### src/rtl/param_sync_fifo.sv
// Single-clock FIFO with occupancy-derived status flags and sticky over/underflow.
// FWFT selects a registered read port or a head-of-queue (fall-through) read port.
module param_sync_fifo #(
   parameter int WIDTH     = 4,
   parameter int DEPTH     = 8,
   parameter int AF_THRESH = DEPTH - 2,
   parameter int AE_THRESH = 2,
   parameter bit FWFT      = 1'b0
) (
   input  logic                   clk,
   input  logic                   rst,
   input  logic                   flush,
   input  logic                   wr_rq,
   input  logic                   rd_rq,
   input  logic [WIDTH-1:0]       wdata,
   output logic [WIDTH-1:0]       rdata,
   output logic                   full,
   output logic                   empty,
   output logic                   almost_full,
   output logic                   almost_empty,
   output logic [$clog2(DEPTH):0] count,
   output logic                   overflow,
   output logic                   underflow
);

   localparam int AW = $clog2(DEPTH);
   localparam int CW = AW + 1;
   localparam logic [CW-1:0] DEPTH_C = CW'(DEPTH);
   localparam logic [CW-1:0] AF_C    = CW'(AF_THRESH);
   localparam logic [CW-1:0] AE_C    = CW'(AE_THRESH);

   generate
      if (WIDTH < 1 || DEPTH < 2 || (DEPTH & (DEPTH - 1)) != 0 ||
          AF_THRESH > DEPTH || AE_THRESH >= DEPTH) begin : g_bad_cfg
         $error("param_sync_fifo: illegal WIDTH/DEPTH/threshold configuration");
      end
   endgenerate

   logic [WIDTH-1:0] mem_q [DEPTH];
   logic [AW-1:0]    wr_ptr_q, wr_ptr_d;
   logic [AW-1:0]    rd_ptr_q, rd_ptr_d;
   logic [CW-1:0]    count_q, count_d;
   logic             ovf_q, ovf_d;
   logic             unf_q, unf_d;
   logic             rd_acc, wr_acc;
   logic             wr_en, rd_en;

   assign full         = (count_q == DEPTH_C);
   assign empty        = (count_q == '0);
   assign almost_full  = (count_q >= AF_C);
   assign almost_empty = (count_q <= AE_C);
   assign count        = count_q;
   assign overflow     = ovf_q;
   assign underflow    = unf_q;

   // A read frees a slot in the same cycle, so a full FIFO still takes a write alongside it.
   assign rd_acc = rd_rq && !empty;
   assign wr_acc = wr_rq && (!full || rd_acc);
   assign wr_en  = wr_acc && !flush;
   assign rd_en  = rd_acc && !flush;

   always_comb begin
      wr_ptr_d = wr_ptr_q;
      rd_ptr_d = rd_ptr_q;
      count_d  = count_q;
      ovf_d    = ovf_q;
      unf_d    = unf_q;
      if (flush) begin
         wr_ptr_d = '0;
         rd_ptr_d = '0;
         count_d  = '0;
         ovf_d    = 1'b0;
         unf_d    = 1'b0;
      end else begin
         if (wr_acc) wr_ptr_d = wr_ptr_q + AW'(1);
         if (rd_acc) rd_ptr_d = rd_ptr_q + AW'(1);
         case ({wr_acc, rd_acc})
            2'b10:   count_d = count_q + CW'(1);
            2'b01:   count_d = count_q - CW'(1);
            default: count_d = count_q;
         endcase
         if (wr_rq && !wr_acc) ovf_d = 1'b1;
         if (rd_rq && empty)   unf_d = 1'b1;
      end
   end

   always_ff @(posedge clk or negedge rst) begin
      if (!rst) begin
         wr_ptr_q <= '0;
         rd_ptr_q <= '0;
         count_q  <= '0;
         ovf_q    <= 1'b0;
         unf_q    <= 1'b0;
      end else begin
         wr_ptr_q <= wr_ptr_d;
         rd_ptr_q <= rd_ptr_d;
         count_q  <= count_d;
         ovf_q    <= ovf_d;
         unf_q    <= unf_d;
      end
   end

   // Storage is deliberately left out of reset; occupancy alone defines validity.
   always_ff @(posedge clk) begin
      if (wr_en) mem_q[wr_ptr_q] <= wdata;
   end

   generate
      if (FWFT) begin : g_fwft
         // Forced to zero while empty so reset shows a clean rdata without resetting memory.
         assign rdata = empty ? '0 : mem_q[rd_ptr_q];
      end else begin : g_std
         logic [WIDTH-1:0] rdata_q;
         always_ff @(posedge clk or negedge rst) begin
            if (!rst)       rdata_q <= '0;
            else if (rd_en) rdata_q <= mem_q[rd_ptr_q];
         end
         assign rdata = rdata_q;
      end
   endgenerate

endmodule

### config.mk
export PLATFORM = sky130hd
export DESIGN_NAME = param_sync_fifo
export DESIGN_NICKNAME = d
export VERILOG_FILES = /design/src/rtl/param_sync_fifo.sv
export SDC_FILE = /design/constraint.sdc
export NUM_CORES = 1
export LEC_CHECK = 0
export ABC_AREA = 1
export BUFFER_PORTS_ARGS = -buffer_cell sky130_fd_sc_hd__buf_2
export CAP_MARGIN = 10
export CELL_PAD_IN_SITES_DETAIL_PLACEMENT = 1
export CELL_PAD_IN_SITES_GLOBAL_PLACEMENT = 1
export CORE_MARGIN = 1.5
export CORE_UTILIZATION = 49
export DETAILED_ROUTE_END_ITERATION = 10
export GPL_TIMING_DRIVEN = 0
export HOLD_SLACK_MARGIN = 0.06
export PLACE_DENSITY = 0.87
export SYNTH_ARGS = -nofsm -noshare
export SYNTH_HDL_FRONTEND = slang
export SYNTH_SLANG_ARGS = --single-unit
### constraint.sdc
create_clock -name clk -period 3.4 [get_ports clk]
set_input_delay 0.17 -clock clk [delete_from_list [all_inputs] [get_ports clk]]
set_output_delay 0.17 -clock clk [all_outputs]
set_load 0.01 [all_outputs]
Yosys cells after proc, flatten, opt, wreduce, memory -nomap -nowiden
Memories as Yosys holds them, arrays and structs flattened. A register that Yosys moved wholly into a read port is not among the register bits.
Cells that the tools add are included.
{"block": "totals", "n_memories": 1, "latch_bits": 0, "elab_cells": 45, "romBits": 0, "input_bits": 9, "register_bits": 12, "ram_bits": 32, "out_inout_bits": 14}
{"block": "classes", "n_reduce_logical": 18, "order_cmp": 2, "n_div": 0, "n_addsub": 4, "n_shift": 0, "eq_ne": 3, "n_mux": 12, "n_bitwise": 0, "multipliers": 0}
{"memory": "mem_q", "depth": 8, "word_bits": 4, "read_ports": 1, "rd_ports_with_merged_regs": 1, "wr": 1, "line": "39", "text": "logic [WIDTH-1:0] mem_q [DEPTH];"}
{"cell": "$mux W3", "n": 4}
{"cell": "$pmux W4 S2", "n": 1}
{"cell": "$reduce_bool A2 Y1", "n": 4}
{"cell": "$add A3 B1 Y3 const B", "n": 2}
{"cell": "$logic_and A1 B1 Y1", "n": 6}
{"cell": "$mux W1", "n": 6}
{"cell": "$logic_not A1 Y1", "n": 5}
{"cell": "$add A4 B1 Y4 const B", "n": 1}
{"cell": "$eq A4 B4 Y1 const B", "n": 1}
{"cell": "$ge A4 B3 Y1 const B", "n": 1}
{"cell": "$le A4 B2 Y1 const B", "n": 1}
{"cell": "$logic_not A4 Y1", "n": 1}
{"cell": "$mux W4", "n": 1}
{"cell": "$sub A4 B1 Y4 const B", "n": 1}
{"cell": "$reduce_bool A3 Y1", "n": 1}
{"cell": "$eq A2 B1 Y1 const B", "n": 1}
{"cell": "$eq A2 B2 Y1 const B", "n": 1}
{"cell": "$logic_or A1 B1 Y1", "n": 1}

Longest topological paths before layout
Gate-level depths: netlist (run 1).
{"block": "logic_depth", "word_depth": 9, "mapped_depth": 14}

Worst setup path before layout (run 1)
OpenSTA, ideal clock, no wires.
{"block": "synth_timing", "kind": "flip-flop to flip-flop", "start": "register count_q[1] (netlist: count[1])", "end": "register count_q[3] (netlist: count[3])", "stages_incl_launch_ff": 15, "n_path_buf": 0, "t_arrival_ps": 1610, "setup_slack_ps": 1673, "setup_ps": 117, "path_cell_list": "dfrtp_1 -> nor2_4 -> a21oi_2 -> nand2_2 -> inv_1 -> ha_1 -> nand2_1 -> nand2_1 -> nand2_1 -> nand2_1 -> inv_1 -> nand2_1 -> nand2_1 -> nand2_1 -> nand2_1"}
{"block": "synth_via", "elab_chain_cells": 8, "word_cells_on_any_way": 14, "classes_between": "add/sub (2); eq/ne (3); mux (2); reduce/logical (7)"}
{"element": "start: declaration", "line": "42", "text": "logic [CW-1:0] count_q, count_d;"}
{"element": "start signal: assignment", "line": "97", "text": "count_q <= count_d;"}
{"element": "$logic_not A4 Y1", "line": "49", "text": "assign empty = (count_q == '0);"}
{"element": "$logic_not A1 Y1", "line": "57", "text": "assign rd_acc = rd_rq && !empty;"}
{"element": "$logic_and A1 B1 Y1", "line": "57"}
{"element": "$logic_or A1 B1 Y1", "line": "58", "text": "assign wr_acc = wr_rq && (!full || rd_acc);"}
{"element": "$logic_and A1 B1 Y1", "line": "58"}
{"element": "$eq A2 B1 Y1 / $eq A2 B2 Y1 (equally long branches)", "line": "77", "text": "case ({wr_acc, rd_acc})"}
{"element": "$pmux W4 S2", "line": "77"}
{"element": "$mux W4", "line": "68", "text": "if (flush) begin"}
Several ways; a longest one is shown, not always the timed one.
A chain may end at the register's enable or synchronous reset.

Final worst setup path (run 1)
{"block": "layout_timing", "start": "register count_q[3] (netlist: count[3])", "end": "register count_q[3] (netlist: count[3])"}
Same word-level chain as after synthesis.

==> metrics.md, run 1 <==
| Metric | Value |
|---|---|
| GRT Overall Usage | 0.2261 |
| Fmax | 521.0 MHz |
| PortBufs | 22 |
| Most common cell on crit path | nand2_1 |
| Synthesized Nets | 227 |
| Total grt overflow | 0 |
| Core ar. | 0.004354 mm2 |
| Post-Syn Area | 0.002213 mm2 |
| Tmin final | 1.919 ns |
| I/O pins | 23 |
| Post-Layout Inst Area | 0.002486 mm2 |
| Setup CP Type | reg2reg |
| Row count | 24 |
| Vias | 1589 |
| Status | completed |
| Clock Tree Buf Depth | 2 |
| WL final | 4.908 mm |
| Endpoints failing setup | 0 |
| Post-CTS sizing | 0 |
| Number of global-route vias before repair | 1641 |
| Register area share after synthesis | 0.6150 |
| Global-route wire length before repair | 8.197 mm |
| Post-DR vias/cell | 5.368 |
| Initial Util | 0.5083 |
| Peak supply drop | 0.3704 mV |
| Initial antenna violation count | 0 |
| Slowest cell on the critical path | dfrtp_1 |
| Die height | 70.21 um |
| Data arrival, critical path | 2.12 ns |
| Die W | 70.21 um |
| Most frequent cells in the layout | nand2_1 (39), nor2_1 (35), edfxtp_1 (32), buf_2 (27), o21ai_0 (21) |
| Register area | 0.001361 mm2 |
| Clk sink count | 48 |
| Clk root buf | clkbuf_8 |
| Drt initial violations | 70 |
| Die area | 0.004929 mm2 |
| CTS tree | yes |
| Multi-input logic area | 753.2 um2 |
| Final Hold Vio Count | 0 |
| Placed cell areas | 0.002389 mm2 |
| Netlist cell types | 25 |
| Synthesized instance count | 213 |
| Post-route clock period utilization | 0.5645 |
| Clock transition at path regs | 0.10 ns |
| Syn_area_per_cell | 10.39 um2 |
| Fillers | 501 |
| Post-route antenna net violation count | 0 |
| Worst path bufs/invs | 2 |
| Delay-heaviest family, CP | simple AND/OR/NAND/NOR gates |
| Worst-path maximum fanout | 7 |
| Hold Path Class | in2reg |
| Setup TNS | 0 ns |
| Final Util | 0.5710 |
| Max-cap viol count | 0 |
| Crit-path max cell delay | 0.46 ns |
| Clk_lat worst skew | 0.31 ns |
| Worst Tran Pin Value | 0.3988 ns |
| Skew final | 0.01725 ns |
| Largest net degree at the start of global routing | 17 |
| #FFs+latches synth | 48 |
| CTS buffer count | 5 |
| Layout Nets | 257 |
| Drt pass-1 iters | 4 |
| Share of cells above drive strength 1 | 0.1967 |
| Crit. End Element | register |
| Ant. Diodes | 0 |
| Yosys synthesis warning count | 0 |
| Max transition margin | 0.7331 |
| Final slew viol count | 0 |
| Leakage power | 1.091 nW |
| Worst hold margin | 0.1395 ns |
| Wire length per cell | 16.58 um |
| # H-tree levels | 2 |
| GP Congestion | 0.7985 |
| HPWL after detailed placement | 3.629 mm |
| DRC Markers | 0 |
| CP required | 3.60 ns |
| CP startpoint kind | register |
| Layout area overhead | 12.32% |
| Critical-path cell list | nor2_2, a21oi_2, nand2_2, inv_1, ha_1, nand2_1, nand2_1, nand2_1, nand2_1, inv_1, nand2_1, nand2_1, nand2_1, nand2_1 |
| RSZ-0062 raised after global routing | false |
| Pwr per Cell Area | 695.0 mW/mm2 |
| Commonest non-fill, non-tap cell in the layout | nand2_1 |
[per-layer routing]
metal	global-route usage	part of all wire
met1	0.2672	0.43
met2	0.3989	0.51
met3	0.05483	0.035
met4	0.08333	0.018
met5	0	0
[cell families after synthesis]
| group | Yosys count | synth area share |
|---|---|---|
| buffers and inverters | 24 | 0.04466 |
| AND/OR/NAND/NOR | 98 | 0.2035 |
| XOR/XNOR | 2 | 0.007916 |
| adder cells (fa/ha/maj) | 5 | 0.03166 |
| flip-flops | 48 | 0.6150 |
| AO/OA/AOI/OAI | 36 | 0.09723 |
[area by class of cell]
type	count	share of cell area
clock buffer	5	0.02768
buffer	5	0.01007
tap	52	0.02617
inverter	19	0.02969
multi-input combinational	141	0.3030
clock inverter	3	0.007549
sequential	48	0.5476
timing repair buffer	23	0.04831
[flip-flops by register name, indices dropped and copies added (netlist names)]
signal	cells
count	4
mem_q	32
overflow	1
rd_ptr_q	3
rdata	4
underflow	1
wr_ptr_q	3
[synthesized netlist by cell type (all sizes together)]
library cell   n  area, um2
o21a           3      22.52
nand2         44      192.7
nand3         13      70.07
o21ai         22      110.1
inv           19      73.82
buf            5      25.02
xor2           2      17.52
dfrtp         16      400.4
ha             4      50.05
nor2          39      175.2
nand4          2      12.51
edfxtp        32      960.9
a21oi          3      22.52
o211ai         8      60.06
fa             1      20.02
[metrics by stage]
step | power, mW | setup WS (ns) | instances
after detailed placement | 1.404 | 1.497 | 287
after global routing | 1.849 | 1.279 | 296
after floorplan | 1.184 | 1.673 | 213
after global placement | 1.368 | 1.561 | 287
after CTS | 1.742 | 1.484 | 296
final | 1.728 | 1.481 | 296
[final timing paths]
check,startpoint,endpoint,slack [ns],cells after the start
max in group asynchronous,rst,wr_ptr_q[1]$_DFFE_PN0P_,2.81,2
min in group asynchronous,rst,rdata[3]$_DFFE_PN0P_,0.29,2
setup / recovery,count[3]$_DFFE_PN0P_,count[3]$_DFFE_PN0P_,1.48,14
hold / removal,wdata[2],mem_q[6][2]$_DFFE_PP_,0.14,1
hold reg to reg,rdata[0]$_DFFE_PN0P_,rdata[0]$_DFFE_PN0P_,0.48,2
setup reg to reg,count[3]$_DFFE_PN0P_,count[3]$_DFFE_PN0P_,1.48,14
[report_power, final]
part	leakage (nW)	internal (mW)	switching, mW	total, mW
registers	0.501	0.689	0.0687	0.757
clock network	0.0378	0.142	0.197	0.340
logic	0.552	0.220	0.411	0.631
[what timing repair did]
item / 4_1_cts / 5_1_grt
endpoints found under the hold margin: 16 / 0
hold buffers: 1 / 0
buffers inserted: 0 / 0
Power figures use the tool's default switching activity.
==> run 2, diff against run 1 <==
--- a/config.mk
+++ b/config.mk
@@ -5,17 +5,17 @@
 export SDC_FILE = /design/constraint.sdc
 export NUM_CORES = 1
 export LEC_CHECK = 0
-export ABC_AREA = 1
+export ABC_AREA = 0
 export BUFFER_PORTS_ARGS = -buffer_cell sky130_fd_sc_hd__buf_2
 export CAP_MARGIN = 10
 export CELL_PAD_IN_SITES_DETAIL_PLACEMENT = 1
 export CELL_PAD_IN_SITES_GLOBAL_PLACEMENT = 1
 export CORE_MARGIN = 1.5
-export CORE_UTILIZATION = 49
+export CORE_UTILIZATION = 48
 export DETAILED_ROUTE_END_ITERATION = 10
 export GPL_TIMING_DRIVEN = 0
 export HOLD_SLACK_MARGIN = 0.06
-export PLACE_DENSITY = 0.87
+export PLACE_DENSITY = 0.83
 export SYNTH_ARGS = -nofsm -noshare
 export SYNTH_HDL_FRONTEND = slang
 export SYNTH_SLANG_ARGS = --single-unit
==> constraint.sdc (replaced) <==
create_clock -name clk -period 1.8 [get_ports clk]
set_input_delay 0.09 -clock clk [delete_from_list [all_inputs] [get_ports clk]]
set_output_delay 0.09 -clock clk [all_outputs]
set_load 0.01 [all_outputs]
==> metrics.md, run 2 <==
| Metric | Value |
|---|---|
| Status | finished with violations |
| Failing checks | negative setup slack |
| Data arrival, critical path | 2.49 ns |
| CTS tree | yes |
| Clk_lat worst skew | 0.30 ns |
| Max-cap viol count | 0 |
| Final Util | 0.6149 |
| Final Power | 3.006 mW |
| Hold Path Class | in2reg |
| Syn_area_per_cell | 14.22 um2 |
| Fillers | 424 |
| Most frequent cells after synthesis | edfxtp_1 (32), nor2_1 (18), dfrtp_1 (16), nand2_1 (10), mux4_2 (8) |
| Number of global-route vias before repair | 1579 |
| Crit-path max cell delay | 0.44 ns |
| Layout Nets | 204 |
| Worst-path maximum fanout | 4 |
| Top_reg_cell synth | edfxtp_1 |
| Layout area overhead | 23.91% |
| Largest net degree at the start of global routing | 17 |
| Total grt overflow | 0 |
| WL final | 5.138 mm |
| Row count | 24 |
| Clk root buf | clkbuf_8 |
| Yosys synthesis warning count | 0 |
| Initial antenna violation count | 0 |
| Most frequent cells in the layout | edfxtp_1 (32), buf_2 (23), nor2_1 (13), dfrtp_1 (12) |
| Slowest cell on the critical path | dfrtp_2 |
| RSZ-0062 raised after global routing | true |
| Post-Syn Area | 0.002161 mm2 |
| Final worst slack | -0.4875 ns |
| Die area | 0.004913 mm2 |
| Post-DR vias/cell | 5.918 |
| Top cell type by total area after synthesis | edfxtp_1 |
| Wire length per cell | 21.14 um |
| Fmax | 437.2 MHz |
| Post-route antenna net violation count | 0 |
| Drt pass-1 iters | 4 |
| Drt initial violations | 78 |
| Die W | 70.10 um |
| Leakage power | 1.008 nW |
| Placed cell areas | 0.002386 mm2 |
| DRC Markers | 0 |
| Ranking of synthesized cells by area | edfxtp_1 (44%), dfrtp_1 (19%), mux4_2 (8.3%) |
| Pre-CTS setup slack | -0.8534 ns |
| HPWL after detailed placement | 3.357 mm |
| Die height | 70.10 um |
| Final slew viol count | 0 |
| Post-route clock period utilization | 1.271 |
| Critical-path cell list | o41ai_4, nor2_4, ha_4, a21o_1, a21oi_4, or3b_4, a2111oi_4 |
| Max transition margin | 0.5920 |
| Netlist cell types | 38 |
| Synthesized Nets | 166 |
| Setup TNS | -7.794 ns |
| Clock Tree Buf Depth | 2 |
| Ys async rst share | 0.3333 |
| Clock transition at path regs | 0.09 ns |
| Skew final | 0.006301 ns |
| Clk sink count | 48 |
| I/O pins | 23 |
| Register area share after synthesis | 0.6300 |
| Peak supply drop | 0.5798 mV |
| Initial Util | 0.4963 |
| Post-Layout Inst Area | 0.002678 mm2 |
| Pwr per Cell Area | 1123 mW/mm2 |
| Setup CP Type | reg2reg |
| Max FFs per register | 32 |
| Global-route wire length before repair | 8.052 mm |
| CP startpoint kind | register |
| Worst Tran Pin Value | 0.6069 ns |
| Synthesized instance count | 152 |
| #FFs+latches synth | 48 |
| Post-synth EDFFs | 32 |
| CP required | 2.00 ns |
| Vias | 1438 |
| Largest reg by FF count | mem_q |
| GRT Overall Usage | 0.2220 |
| Share of cells above drive strength 1 | 0.4241 |
| Crit. End Element | register |
| GP Congestion | 0.7255 |
| Endpoints failing setup | 41 |
| Ant. Diodes | 0 |
| PortBufs | 22 |
| Tmin final | 2.287 ns |
| CTS buffer count | 5 |
| Commonest non-fill, non-tap cell in the layout | edfxtp_1 |
| Count leader, synth | edfxtp_1 |
| Core ar. | 0.004354 mm2 |
| Final Hold Vio Count | 0 |
| Share of Yosys cell area claimed by the top area cell type | 0.4447 |
| # H-tree levels | 2 |
-- run 2: changes by cell type after synthesis, moves of 5 or more --
| cell | change |
|---|---|
| o21ai_0 | -15 |
| mux2i_1 | +5 |
| nand2_1 | -29 |
| o211ai_1 | -7 |
| mux4_2 | +8 |
| inv_1 | -14 |
| clkbuf_1 | +6 |
| nor2_1 | -17 |
| nand3_1 | -11 |
-- run 2: critical path, delay by kind of cell (launching register included) --
kind | cells | cell delay (ns)
DFF | 1 | 0.44
adders and majority gates | 1 | 0.30
and+or+nand+nor | 2 | 0.49
AOI/OAI and AO/OA | 4 | 0.97
-- run 2: area by class of cell --
class | instances | area [um2] | area share
plain buffers | 7 | 35.03 | 0.01308
clock buffers | 5 | 68.82 | 0.02570
clock inverters | 3 | 47.55 | 0.01776
inverters | 3 | 11.26 | 0.004206
multi-input cells | 93 | 893.4 | 0.3336
flip-flops and latches | 48 | 1366 | 0.5103
well taps | 52 | 65.06 | 0.02430
repair buffers | 32 | 190.2 | 0.07103
-- run 2: layer usage --
| layer | share of wire | wire [um] | vias to the layer above | GRT usage |
|---|---|---|---|---|
| li1 | - | - | 650 | - |
| met1 | 0.40 | 2069 | 746 | 0.2542 |
| met2 | 0.54 | 2776 | 33 | 0.4021 |
| met5 | 0 | 0 | - | 0 |
| met3 | 0.039 | 198 | 9 | 0.05628 |
| met4 | 0.018 | 93 | 0 | 0.07692 |
-- run 2: what timing repair did --
item / 4_1_cts / 5_1_grt
buffers inserted: 7 / 1
hold endpoints to repair: 17 / 0
pin swaps: 5 / 4
gates resized for setup: 11 / 10
hold buffers: 2 / 0
gates cloned: 0 / 0
setup endpoints to repair: 41 / 43
-- run 2: per-stage QoR --
step / hold slack, ns / cells
global placement: 0.01778 / 226
global route: 0.07063 / 243
finish: 0.06561 / 243
CTS: 0.06361 / 243
floorplan: -0.2056 / 152
detailed placement: 0.03675 / 226
-- run 2: worst paths after layout --
path	start	to	slack, ns	cells after the start
max in group asynchronous	rst	count[1]$_DFFE_PN0P_	1.27	2
max reg2reg	count[1]$_DFFE_PN0P_	count[3]$_DFFE_PN0P_	-0.49	7
min reg2reg	rdata[1]$_DFFE_PN0P_	rdata[1]$_DFFE_PN0P_	0.48	2
min in group asynchronous	rst	count[2]$_DFFE_PN0P_	0.22	2
max	count[1]$_DFFE_PN0P_	count[3]$_DFFE_PN0P_	-0.49	7
min	wdata[2]	mem_q[3][2]$_DFFE_PP_	0.07	1
-- run 2: power by group --
group	total, mW	internal (mW)	switching [mW]
clock	0.793	0.418	0.374
sequential	1.36	1.28	0.0838
combinational	0.853	0.390	0.463
total	3.01	2.08	0.922
-- run 2: cells by family after synthesis --
group,synth area share
flip-flops,0.6300
AND/OR/NAND/NOR,0.1013
AO/OA/AOI/OAI,0.08976
multiplexers,0.1065
buffers and inverters,0.01968
XOR/XNOR,0.02027
adder cells (fa/ha/maj),0.03243
==> run 3, diff against run 2 <==
--- a/config.mk
+++ b/config.mk
@@ -15,6 +15,7 @@
 export DETAILED_ROUTE_END_ITERATION = 10
 export GPL_TIMING_DRIVEN = 0
 export HOLD_SLACK_MARGIN = 0.06
+export MAX_ROUTING_LAYER = met4
 export PLACE_DENSITY = 0.83
 export SYNTH_ARGS = -nofsm -noshare
 export SYNTH_HDL_FRONTEND = slang
==> metrics.md, run 3 (synthesized netlist as in run 2, its figures left out) <==
| Metric | Value |
|---|---|
| Status | finished with violations |
| Failing checks | negative setup slack |
| Global-route wire length before repair | 8.045 mm |
| Setup TNS | -6.687 ns |
| Post-Layout Inst Area | 0.002694 mm2 |
| Row count | 24 |
| Setup CP Type | reg2reg |
| Commonest non-fill, non-tap cell in the layout | edfxtp_1 |
| Die height | 70.10 um |
| Final Hold Vio Count | 0 |
| Switching power | 0.9356 mW |
| Initial antenna violation count | 0 |
| Fillers | 425 |
| Post-DR vias/cell | 6.021 |
| Peak supply drop | 0.5802 mV |
| RSZ-0062 raised after global routing | true |
| Vias | 1463 |
| WL final | 5.313 mm |
| HPWL after detailed placement | 3.357 mm |
| Drt initial violations | 113 |
| Skew final | 0.005982 ns |
| Worst hold margin | 0.06654 ns |
| Final worst slack | -0.5199 ns |
| Layout area overhead | 24.67% |
| Inst Count DP | 226 |
| Crit. End Element | register |
| Post-route antenna net violation count | 0 |
| Wire length per cell | 21.86 um |
| Most frequent cells in the layout | edfxtp_1 (32), buf_2 (23), nor2_1 (13), dfrtp_1 (12) |
| Clk sink count | 48 |
| Clk_lat worst skew | 0.31 ns |
| Fmax | 431.1 MHz |
| Total grt overflow | 0 |
| Core ar. | 0.004354 mm2 |
| CTS tree | yes |
| Tmin final | 2.320 ns |
| Worst-path maximum fanout | 4 |
| GP Congestion | 0.7341 |
| Crit-path max cell delay | 0.44 ns |
| Die W | 70.10 um |
| Drt pass-1 iters | 4 |
| Max-cap viol count | 0 |
| Ant. Diodes | 0 |
| Max transition margin | 0.5920 |
| # H-tree levels | 2 |
| Sequential share of power | 0.449 |
| Final Non-Filler Cells | 243 |
| Int Pwr | 2.095 mW |
| Data arrival, critical path | 2.52 ns |
| Number of global-route vias before repair | 1575 |
| Clock power share | 0.262 |
| CP required | 2.00 ns |
| Share of cells above drive strength 1 | 0.4346 |
| Switching portion of total power | 0.3088 |
| CTS buffer count | 5 |
| Post-route clock period utilization | 1.289 |
| Final Power | 3.030 mW |
| I/O pins | 23 |
| Layout Nets | 204 |
| CP startpoint kind | register |
| Comb power frac | 0.288 |
| Clock Tree Buf Depth | 2 |
| Hold Path Class | in2reg |
| Pwr per Cell Area | 1125 mW/mm2 |
| Leakage power | 1.012 nW |
| Endpoints failing setup | 40 |
| Clock transition at path regs | 0.09 ns |
| Worst Tran Pin Value | 0.6069 ns |
| Critical-path cell list | o41ai_4, nor2_4, ha_4, a21o_1, a21oi_4, or3b_4, a2111oi_4 |
| Die area | 0.004913 mm2 |
| Clk root buf | clkbuf_8 |
| GRT Overall Usage | 0.2291 |
| DRC Markers | 0 |
| Max FFs per register | 32 |
| Initial Util | 0.4963 |
| PortBufs | 22 |
| Slowest cell on the critical path | dfrtp_2 |
| Final slew viol count | 0 |
| Placed cell areas | 0.002386 mm2 |
| Largest reg by FF count | mem_q |
| Largest net degree at the start of global routing | 17 |
==> run 3: cell count changes in the layout (fill, tap and decap cells not counted) <==
cell and delta:
buf_6 +1, o22ai_2 +1, nor4_1 -1, nor4_2 +1, buf_4 -1, o22ai_1 -1
==> run 3: what timing repair did <==
action,in CTS,in global routing
hold buffers,2,0
endpoints found under the setup margin,41,43
pin swaps,5,4
gates resized for setup,11,13
setup buffers,7,1
hold endpoints to repair,17,0
==> run 3: stage by stage <==
stage / worst slack, ns / utilization
floorplan: -0.5611 / -
global route: -0.6229 / 0.6187
CTS: -0.4741 / 0.5986
detailed placement: -0.8534 / 0.5480
global placement: -0.7129 / 0.5480
finish: -0.5199 / 0.6187
==> run 3: metal layers <==
| metal | vias to the layer above | part of all wire | track usage |
|---|---|---|---|
| li1 | 649 | - | - |
| met1 | 759 | 0.39 | 0.2542 |
| met2 | 48 | 0.55 | 0.4042 |
| met3 | 7 | 0.053 | 0.05628 |
| met4 | 0 | 0.011 | 0.07692 |
| met5 | - | 0 | - |
==> run 3: worst max-delay path, delay by kind of cell, from the launching register on <==
kind,cells,cell delay (ns)
AOI/OAI and AO/OA,4,0.99
and+or+nand+nor,2,0.49
DFF,1,0.44
adders and majority gates,1,0.29
==> run 3: power groups by stage <==
stage | Sequential (mW) | Clock (mW) | Combinational (mW)
after detailed placement | 1.40 | 0 | 0.704
after CTS | 1.36 | 0.802 | 0.803
after global routing | 1.38 | 0.841 | 0.948
final | 1.36 | 0.795 | 0.874
after floorplan | 1.41 | 0 | 0.445
after global placement | 1.39 | 0 | 0.661
==> run 3: path summary, 6_finish.rpt <==
kind	to	slack [ns]	cells after the start	start
hold reg to reg	rdata[1]$_DFFE_PN0P_	0.48	2	rdata[1]$_DFFE_PN0P_
max in group asynchronous	count[1]$_DFFE_PN0P_	1.27	2	rst
hold / removal	mem_q[3][2]$_DFFE_PP_	0.07	1	wdata[2]
setup / recovery	count[3]$_DFFE_PN0P_	-0.52	7	count[1]$_DFFE_PN0P_
setup reg to reg	count[3]$_DFFE_PN0P_	-0.52	7	count[1]$_DFFE_PN0P_
min in group asynchronous	count[2]$_DFFE_PN0P_	0.22	2	rst
==> run 3: area by class of cell <==
class                           count  area [um2]  area share
Clock inverter                      3       47.55     0.01765
Timing Repair Buffer               32       193.9     0.07199
Clock buffer                        5       68.82     0.02555
Inverter                            3       11.26    0.004180
Sequential cell                    48        1366      0.5072
Multi-Input combinational cell     93       905.9      0.3363
Buffer                              7       35.03     0.01301
Tap cell                           52       65.06     0.02415
